File: src/rtl/cache_pkg.sv
// rtl/cache_pkg.sv - shared op codes, address width default and issuer state enum
package cache_pkg;

  localparam int DEF_ADDR_W = 48;
  localparam int DEF_OP_W   = 8;

  localparam logic [7:0] OP_READ  = 8'h52;
  localparam logic [7:0] OP_WRITE = 8'h57;

  typedef enum logic [1:0] {
    ST_IDLE,
    ST_WAIT_L1,
    ST_WAIT_L2,
    ST_GAP
  } issuer_state_t;

endpackage

File: src/rtl/trace_issuer_if.sv
// rtl/trace_issuer_if.sv - trace input stream and engine request/completion bundle
interface trace_issuer_if #(
  parameter int ADDR_W = 48,
  parameter int OP_W   = 8
);
  logic              in_valid;
  logic              in_ready;
  logic [ADDR_W-1:0] in_addr;
  logic [OP_W-1:0]   in_op;
  logic              out_valid;
  logic [ADDR_W-1:0] out_addr;
  logic [OP_W-1:0]   out_op;
  logic              out_lvl;
  logic              eng_done;

  // Trace source and engine side
  modport master (
    output in_valid, in_addr, in_op, eng_done,
    input  in_ready, out_valid, out_addr, out_op, out_lvl
  );

  // Issuer side
  modport slave (
    input  in_valid, in_addr, in_op, eng_done,
    output in_ready, out_valid, out_addr, out_op, out_lvl
  );
endinterface

File: src/rtl/trace_fifo.sv
// rtl/trace_fifo.sv - synchronous FIFO with extra-MSB pointer wrap
module trace_fifo #(
  parameter int WIDTH = 56,
  parameter int DEPTH = 8,
  localparam int AW = $clog2(DEPTH)
) (
  input  logic             clk,
  input  logic             rst_n,
  input  logic             push,
  input  logic             pop,
  input  logic [WIDTH-1:0] wdata,
  output logic [WIDTH-1:0] rdata,
  output logic             full,
  output logic             empty,
  output logic [AW:0]      count
);
  logic [WIDTH-1:0] r_mem [DEPTH];
  logic [AW:0]      r_wr_ptr;
  logic [AW:0]      r_rd_ptr;
  logic             w_do_push;
  logic             w_do_pop;

  assign full      = (r_wr_ptr[AW] != r_rd_ptr[AW]) && (r_wr_ptr[AW-1:0] == r_rd_ptr[AW-1:0]);
  assign empty     = (r_wr_ptr == r_rd_ptr);
  assign count     = r_wr_ptr - r_rd_ptr;
  assign rdata     = r_mem[r_rd_ptr[AW-1:0]];
  assign w_do_push = push && !full;
  assign w_do_pop  = pop && !empty;

  // Storage array; contents need no reset since pointers gate visibility
  always_ff @(posedge clk) begin
    if (w_do_push) r_mem[r_wr_ptr[AW-1:0]] <= wdata;
  end

  // Read/write pointers; reset empties the FIFO immediately
  always_ff @(posedge clk or negedge rst_n) begin
    if (!rst_n) begin
      r_wr_ptr <= '0;
      r_rd_ptr <= '0;
    end else begin
      if (w_do_push) r_wr_ptr <= r_wr_ptr + 1'b1;
      if (w_do_pop)  r_rd_ptr <= r_rd_ptr + 1'b1;
    end
  end
endmodule

File: src/rtl/trace_issuer.sv
// rtl/trace_issuer.sv - buffers trace entries and presents them to the cache engine at L1 then L2
module trace_issuer
  import cache_pkg::*;
#(
  parameter int ADDR_W     = DEF_ADDR_W,
  parameter int OP_W       = DEF_OP_W,
  parameter int FIFO_DEPTH = 8,
  parameter int TIMEOUT    = 64
) (
  input  logic          clk,
  input  logic          reset,
  trace_issuer_if.slave bus,
  input  logic          two_level,
  output logic          busy,
  output logic [15:0]   issued_cnt,
  output logic [15:0]   write_cnt,
  output logic [7:0]    bad_op_cnt,
  output logic          timeout_err
);
  localparam int TW = $clog2(TIMEOUT) + 1;
  localparam int CW = $clog2(FIFO_DEPTH) + 1;

  issuer_state_t       r_state;
  logic [ADDR_W-1:0]   r_out_addr;
  logic [OP_W-1:0]     r_out_op;
  logic                r_out_lvl;
  logic                r_out_valid;
  logic                r_lvl2_en;
  logic [TW-1:0]       r_timer;
  logic [15:0]         r_issued_cnt;
  logic [15:0]         r_write_cnt;
  logic [7:0]          r_bad_op_cnt;
  logic                r_timeout_err;

  logic                w_full;
  logic                w_empty;
  logic [CW-1:0]       w_count;
  logic [OP_W+ADDR_W-1:0] w_head;
  logic                w_accept;
  logic                w_legal;
  logic                w_push;
  logic                w_pop;
  logic                w_expired;
  logic                w_done;

  // in_ready is held low while reset is asserted and follows !full otherwise
  assign bus.in_ready = reset && !w_full;
  assign w_accept     = bus.in_valid && bus.in_ready;
  assign w_legal      = (bus.in_op == OP_READ) || (bus.in_op == OP_WRITE);
  assign w_push       = w_accept && w_legal;
  assign w_pop        = (r_state == ST_IDLE) && !w_empty;
  // Expiry only counts when the engine did not answer in the same cycle
  assign w_expired    = (r_timer == TW'(TIMEOUT - 1)) && !bus.eng_done;
  assign w_done       = bus.eng_done || w_expired;

  assign bus.out_valid = r_out_valid;
  assign bus.out_addr  = r_out_addr;
  assign bus.out_op    = r_out_op;
  assign bus.out_lvl   = r_out_lvl;
  assign busy          = (r_state != ST_IDLE) || (w_count != '0);
  assign issued_cnt    = r_issued_cnt;
  assign write_cnt     = r_write_cnt;
  assign bad_op_cnt    = r_bad_op_cnt;
  assign timeout_err   = r_timeout_err;

  trace_fifo #(
    .WIDTH (OP_W + ADDR_W),
    .DEPTH (FIFO_DEPTH)
  ) u_fifo (
    .clk   (clk),
    .rst_n (reset),
    .push  (w_push),
    .pop   (w_pop),
    .wdata ({bus.in_op, bus.in_addr}),
    .rdata (w_head),
    .full  (w_full),
    .empty (w_empty),
    .count (w_count)
  );

  // Illegal ops are consumed from the stream and only counted
  always_ff @(posedge clk or negedge reset) begin
    if (!reset) begin
      r_bad_op_cnt <= '0;
    end else if (w_accept && !w_legal && (r_bad_op_cnt != '1)) begin
      r_bad_op_cnt <= r_bad_op_cnt + 1'b1;
    end
  end

  // Issue FSM with registered request outputs, presentation timer and issue statistics
  always_ff @(posedge clk or negedge reset) begin
    if (!reset) begin
      r_state       <= ST_IDLE;
      r_out_addr    <= '0;
      r_out_op      <= '0;
      r_out_lvl     <= 1'b1;
      r_out_valid   <= 1'b0;
      r_lvl2_en     <= 1'b0;
      r_timer       <= '0;
      r_issued_cnt  <= '0;
      r_write_cnt   <= '0;
      r_timeout_err <= 1'b0;
    end else begin
      case (r_state)
        ST_IDLE: begin
          if (!w_empty) begin
            r_out_addr  <= w_head[ADDR_W-1:0];
            r_out_op    <= w_head[OP_W+ADDR_W-1:ADDR_W];
            r_out_lvl   <= 1'b1;
            r_out_valid <= 1'b1;
            r_lvl2_en   <= two_level;
            r_timer     <= '0;
            r_state     <= ST_WAIT_L1;
          end
        end
        ST_WAIT_L1, ST_WAIT_L2: begin
          if (w_done) begin
            if (w_expired) r_timeout_err <= 1'b1;
            if ((r_state == ST_WAIT_L1) && r_lvl2_en) begin
              r_out_lvl <= 1'b0;
              r_timer   <= '0;
              r_state   <= ST_WAIT_L2;
            end else begin
              r_out_valid <= 1'b0;
              if (r_issued_cnt != '1) r_issued_cnt <= r_issued_cnt + 1'b1;
              if ((r_out_op == OP_WRITE) && (r_write_cnt != '1)) r_write_cnt <= r_write_cnt + 1'b1;
              r_state <= ST_GAP;
            end
          end else begin
            r_timer <= r_timer + 1'b1;
          end
        end
        ST_GAP: begin
          r_state <= ST_IDLE;
        end
        default: begin
          r_state <= ST_IDLE;
        end
      endcase
    end
  end
endmodule

File: src/flat_wrapper.sv
// flat-port wrapper written by rule: the top's interface ports become plain ports
module trace_issuer_flat import cache_pkg::*;
#(
  parameter int ADDR_W     = DEF_ADDR_W,
  parameter int OP_W       = DEF_OP_W,
  parameter int FIFO_DEPTH = 8,
  parameter int TIMEOUT    = 64
)
  (clk, reset, two_level, busy, issued_cnt, write_cnt, bad_op_cnt, timeout_err, bus_in_valid, bus_in_addr, bus_in_op, bus_eng_done, bus_in_ready, bus_out_valid, bus_out_addr, bus_out_op, bus_out_lvl);
  trace_issuer_if #(.ADDR_W(ADDR_W), .OP_W(OP_W)) bus_i ();
  input  logic clk;
  input  logic reset;
  input  logic two_level;
  output logic busy;
  output logic [15:0] issued_cnt;
  output logic [15:0] write_cnt;
  output logic [7:0] bad_op_cnt;
  output logic timeout_err;
  input wire logic [$bits(bus_i.in_valid)-1:0] bus_in_valid;
  input wire logic [$bits(bus_i.in_addr)-1:0] bus_in_addr;
  input wire logic [$bits(bus_i.in_op)-1:0] bus_in_op;
  input wire logic [$bits(bus_i.eng_done)-1:0] bus_eng_done;
  output wire logic [$bits(bus_i.in_ready)-1:0] bus_in_ready;
  output wire logic [$bits(bus_i.out_valid)-1:0] bus_out_valid;
  output wire logic [$bits(bus_i.out_addr)-1:0] bus_out_addr;
  output wire logic [$bits(bus_i.out_op)-1:0] bus_out_op;
  output wire logic [$bits(bus_i.out_lvl)-1:0] bus_out_lvl;
  assign bus_i.in_valid = bus_in_valid;
  assign bus_i.in_addr = bus_in_addr;
  assign bus_i.in_op = bus_in_op;
  assign bus_i.eng_done = bus_eng_done;
  assign bus_in_ready = bus_i.in_ready;
  assign bus_out_valid = bus_i.out_valid;
  assign bus_out_addr = bus_i.out_addr;
  assign bus_out_op = bus_i.out_op;
  assign bus_out_lvl = bus_i.out_lvl;
  trace_issuer #(.ADDR_W(ADDR_W), .OP_W(OP_W), .FIFO_DEPTH(FIFO_DEPTH), .TIMEOUT(TIMEOUT)) u_core (.clk(clk), .reset(reset), .bus(bus_i), .two_level(two_level), .busy(busy), .issued_cnt(issued_cnt), .write_cnt(write_cnt), .bad_op_cnt(bad_op_cnt), .timeout_err(timeout_err));
endmodule
File: config.mk
export PLATFORM = sky130hd
export DESIGN_NAME = trace_issuer_flat
export DESIGN_NICKNAME = d
export VERILOG_FILES = /design/src/rtl/cache_pkg.sv /design/src/rtl/trace_issuer_if.sv /design/src/rtl/trace_fifo.sv /design/src/rtl/trace_issuer.sv /design/src/flat_wrapper.sv
export SDC_FILE = /design/constraint.sdc
export NUM_CORES = 1
export LEC_CHECK = 0
export CELL_PAD_IN_SITES_DETAIL_PLACEMENT = 1
export CELL_PAD_IN_SITES_GLOBAL_PLACEMENT = 2
export CORE_UTILIZATION = 54
export CTS_BUF_LIST = sky130_fd_sc_hd__clkbuf_4 sky130_fd_sc_hd__clkbuf_8
export DETAILED_ROUTE_END_ITERATION = 10
export DONT_BUFFER_PORTS = 1
export GPL_TIMING_DRIVEN = 0
export PLACE_DENSITY_LB_ADDON = 0.15
export SYNTH_ARGS = -nofsm -noshare
export SYNTH_HDL_FRONTEND = slang
export SYNTH_SLANG_ARGS = --single-unit
File: constraint.sdc
create_clock -name clk -period 10.1 [get_ports clk]
set_input_delay 1.01 -clock clk [delete_from_list [all_inputs] [get_ports clk]]
set_output_delay 1.01 -clock clk [all_outputs]
set_load 0.1 [all_outputs]
==> results.md <==
- Number of synthesized flops with an enable pin: 448
- WP data arrival: 4.03 ns
- Final worst-path cycle share: 0.499
- Critical path endpoint category: primary output
- Diodes inserted: 0
- Final Max Slew Viols: 0
- Post-route ant nets: 0
- Synth top area cells: edfxtp_1 62%, dfrtp_1 13%, mux4_2 12%
- Area Overhead vs Synth: 13.5%
- Gate Count Post-Synth: 1215
- Root buf cell: clkbuf_8
- Cell mode on critical path: buf_2
- Synth Register Bits: 565
- 1st-iter DRT viols: 694
- Share of layout cells above drive strength 1: 0.240
- Gr usage total: 0.258
- Yosys cell types: 50
- Class of the worst hold path: input port to async pin
- CTS resizes: 0
- Core area: 0.0398 sq mm
- Worst Setup SP: u_core.u_fifo.r_rd_ptr[1]$_DFFE_PN0P_
- FF-to-FF Start: u_core.u_fifo.r_rd_ptr[1]$_DFFE_PN0P_
- Starting Density: 0.549
- Cell count along the critical path: 9
- Vias: 11500
- Crit path to: busy
- Final Hold Vio Count: 0
- Mean Syn Cell Area: 18.0 sq um
- IO Pins: 162
- Post-Syn Nets: 1290
- Crit Path Category: register to primary output
- Layout fillers: 3498
- Gpl congestion: 0.796
- Max Clk Rate: 198 MHz
- Area of the mapped netlist: 0.0219 sq mm
- Startpoint types: register
- Max stage delay on crit path: 0.81 ns
- Layout Skew: 0.0211 ns
- Slew margin rel.: 0.254
- Crit-path max FO: 10
- GRT overflow: 0
- Post-synth ARST share: 0.207
- DRC violations left: 0
- Top FF cell, synth: edfxtp_1
- Sequential Area: 0.0164 sq mm
- Postcts setup bufs: 0
- Synth Warn #: 0
- Worst-case clock buffer depth: 3
- Nets: 1409
- Max cap viols: 0
- Largest net degree at the start of global routing: 120
- Antenna violations before repair: 0
- Worst path buffer plus inverter count: 4
- Final setup violation count: 0
- Die width: 203 um
- Crit path max-delay cell type: nand3_1
- First-pass GRT wire length: 77.7 mm
- Reg-to-reg endpoint: u_core.u_fifo.r_mem[0][46]$_DFFE_PP_
- Std cell rows: 73
- R2R cell count: 14
- RSZ-0062 raised after global routing: no
- TritonCTS sink count: 565
- Count leader, synth: edfxtp_1
- Die Y: 203 um
- Actual transition at the worst max-transition pin: 1.12 ns
- Status: completed
- CTS tree: done
- H-tree levels: 3
- Drt first pass iters: 5
- Clock latency on the worst-skew pair: 0.66 ns
- Final WL: 50.9 mm
- DIE AREA: 0.0413 sq mm
- Num CTS Buffers: 91
- Critical Path RT: 9.09 ns
- LEAKAGE: 8.50 nW
- Tmin final: 5.04 ns
- DP Cell Count: 1766
- Top post-synthesis cells by count: 448 x edfxtp_1, 143 x nand2_1, 116 x dfrtp_1, 112 x mux4_2, 75 x nor2_1
- Final Power: 0.00733 W
- HPWL after DPL: 32.2 mm
- Reg clk slew, reported paths: 0.06 ns
- Routed WL per cell: 26.3 um
- Critical path's top delay family: buffers and inverters
- Seq/Total Area, Yosys: 0.749
- Post-DR vias/cell: 5.93
- Max VDD drop: 158 uV
- Post-synth top area share: 0.615
- Layout Cells excl Fill: 1934
- R2r setup slk: 5.30 ns
- Vias in the first global route: 12500
- Post-synth top area cell: edfxtp_1
- Crit-path cells: buf_2 -> buf_2 -> buf_1 -> inv_1 -> ha_1 -> a21o_1 -> a21oi_1 -> xnor2_1 -> nand3_1
- Multi-input gate area: 0.00523 sq mm
- Port Buf Inserts: 0
- Power density cells: 295 mW/mm^2
- Hold buffer count at CTS: 0
-- how the worst min path moves through the flow --
stage | start | end | slack [ns] | cells past startpoint
2_1_floorplan | u_core.r_lvl2_en$_DFFE_PN0P_ | u_core.r_lvl2_en$_DFFE_PN0P_ | 0.47 | 2
3_3_place_gp | u_core.r_timer[1]$_DFFE_PN0P_ | u_core.r_timer[1]$_DFFE_PN0P_ | 0.50 | 2
4_1_cts | reset | u_core.bus.out_addr[7]$_DFFE_PN0P_ | 0.01 | 0
3_5_place_dp | u_core.r_timer[1]$_DFFE_PN0P_ | u_core.r_timer[1]$_DFFE_PN0P_ | 0.51 | 2
6_report | reset | u_core.bus.out_addr[41]$_DFFE_PN0P_ | 0.06 | 0
5_1_grt | reset | u_core.write_cnt[9]$_DFFE_PN0P_ | 0.01 | 0
-- worst register-to-register path: cells and delay by family (launching register included) --
kind            cells  cell delay [ns]
simple gates        4             1.38
buf+inv             8             2.20
fa+ha+maj           1             0.35
compound gates      1             0.16
flops               1             0.42
-- state kept, by name, indices dropped and copies added (netlist names) --
register	flops
u_core.bad_op_cnt	8
u_core.bus.out_addr	48
u_core.bus.out_lvl	1
u_core.bus.out_op	8
u_core.bus.out_valid	1
u_core.issued_cnt	16
u_core.r_lvl2_en	1
u_core.r_state	2
u_core.r_timer	7
u_core.timeout_err	1
u_core.u_fifo.r_mem	448
u_core.u_fifo.r_rd_ptr	4
u_core.u_fifo.r_wr_ptr	4
u_core.write_cnt	16
-- power by group --
group | internal (W) | switching (W) | total [W]
Sequential | 0.00266 | 0.00122 | 0.00388
Combinational | 0.000645 | 0.000866 | 0.00151
Clock | 0.00104 | 0.000898 | 0.00194
-- layer usage --
layer / vias up / wire (um) / GRT usage
met3: 76 / 3380 / 0.0746
met4: 0 / 992 / 0.0733
met2: 290 / 25900 / 0.434
li1: 5003 / - / -
met1: 6096 / 20700 / 0.327
met5: - / 0 / 0
-- placed cells by master (no fill, tap or decap), types with 18 or more instances in the layout --
cell and n:
xnor2_1 37, mux4_2 112, buf_2 21, clkbuf_1 30, clkbuf_4 32, nand2_1 143, clkinv_2 18, a31oi_1 57
dfrtp_1 116, clkbuf_8 101, edfxtp_1 448, nand4_1 18, nand3_1 32, nor2_1 70
-- final cells by class --
| class | instances | area share |
|---|---|---|
| inverter | 12 | 0.00192 |
| clock buffer | 133 | 0.0657 |
| tap | 525 | 0.0265 |
| sequential | 565 | 0.660 |
| multi-input combinational | 580 | 0.211 |
| clock inverter | 35 | 0.00701 |
| buffer | 58 | 0.0103 |
| timing repair buffer | 26 | 0.0177 |
-- logic make-up (layout without fill, tap and decap cells) --
family / after synthesis / after routing / synth area share
DFF: 565 / 565 / 0.749
xor gates and xnor gates: 43 / 43 / 0.0172
AOI/OAI and AO/OA: 87 / 87 / 0.0256
buffers and inverters: 70 / 264 / 0.0138
and+or+nand+nor: 316 / 316 / 0.0665
adders and majority gates: 14 / 14 / 0.00835
muxes: 120 / 120 / 0.119
-- metrics by stage --
step	setup TNS [ns]	hold slack [ns]	cell area [sq um]	util	setup slack (ns)
finish	0	0.0602	24800	0.623	5.06
global route	0	0.0132	24800	0.623	4.76
CTS	0	0.0113	24800	0.623	4.95
detailed placement	0	0.509	23000	0.578	5.24
global placement	-168.92	0.496	22500	0.566	-1.53
floorplan	0	0.467	21900	-	3.67
Power figures use the tool's default switching activity.
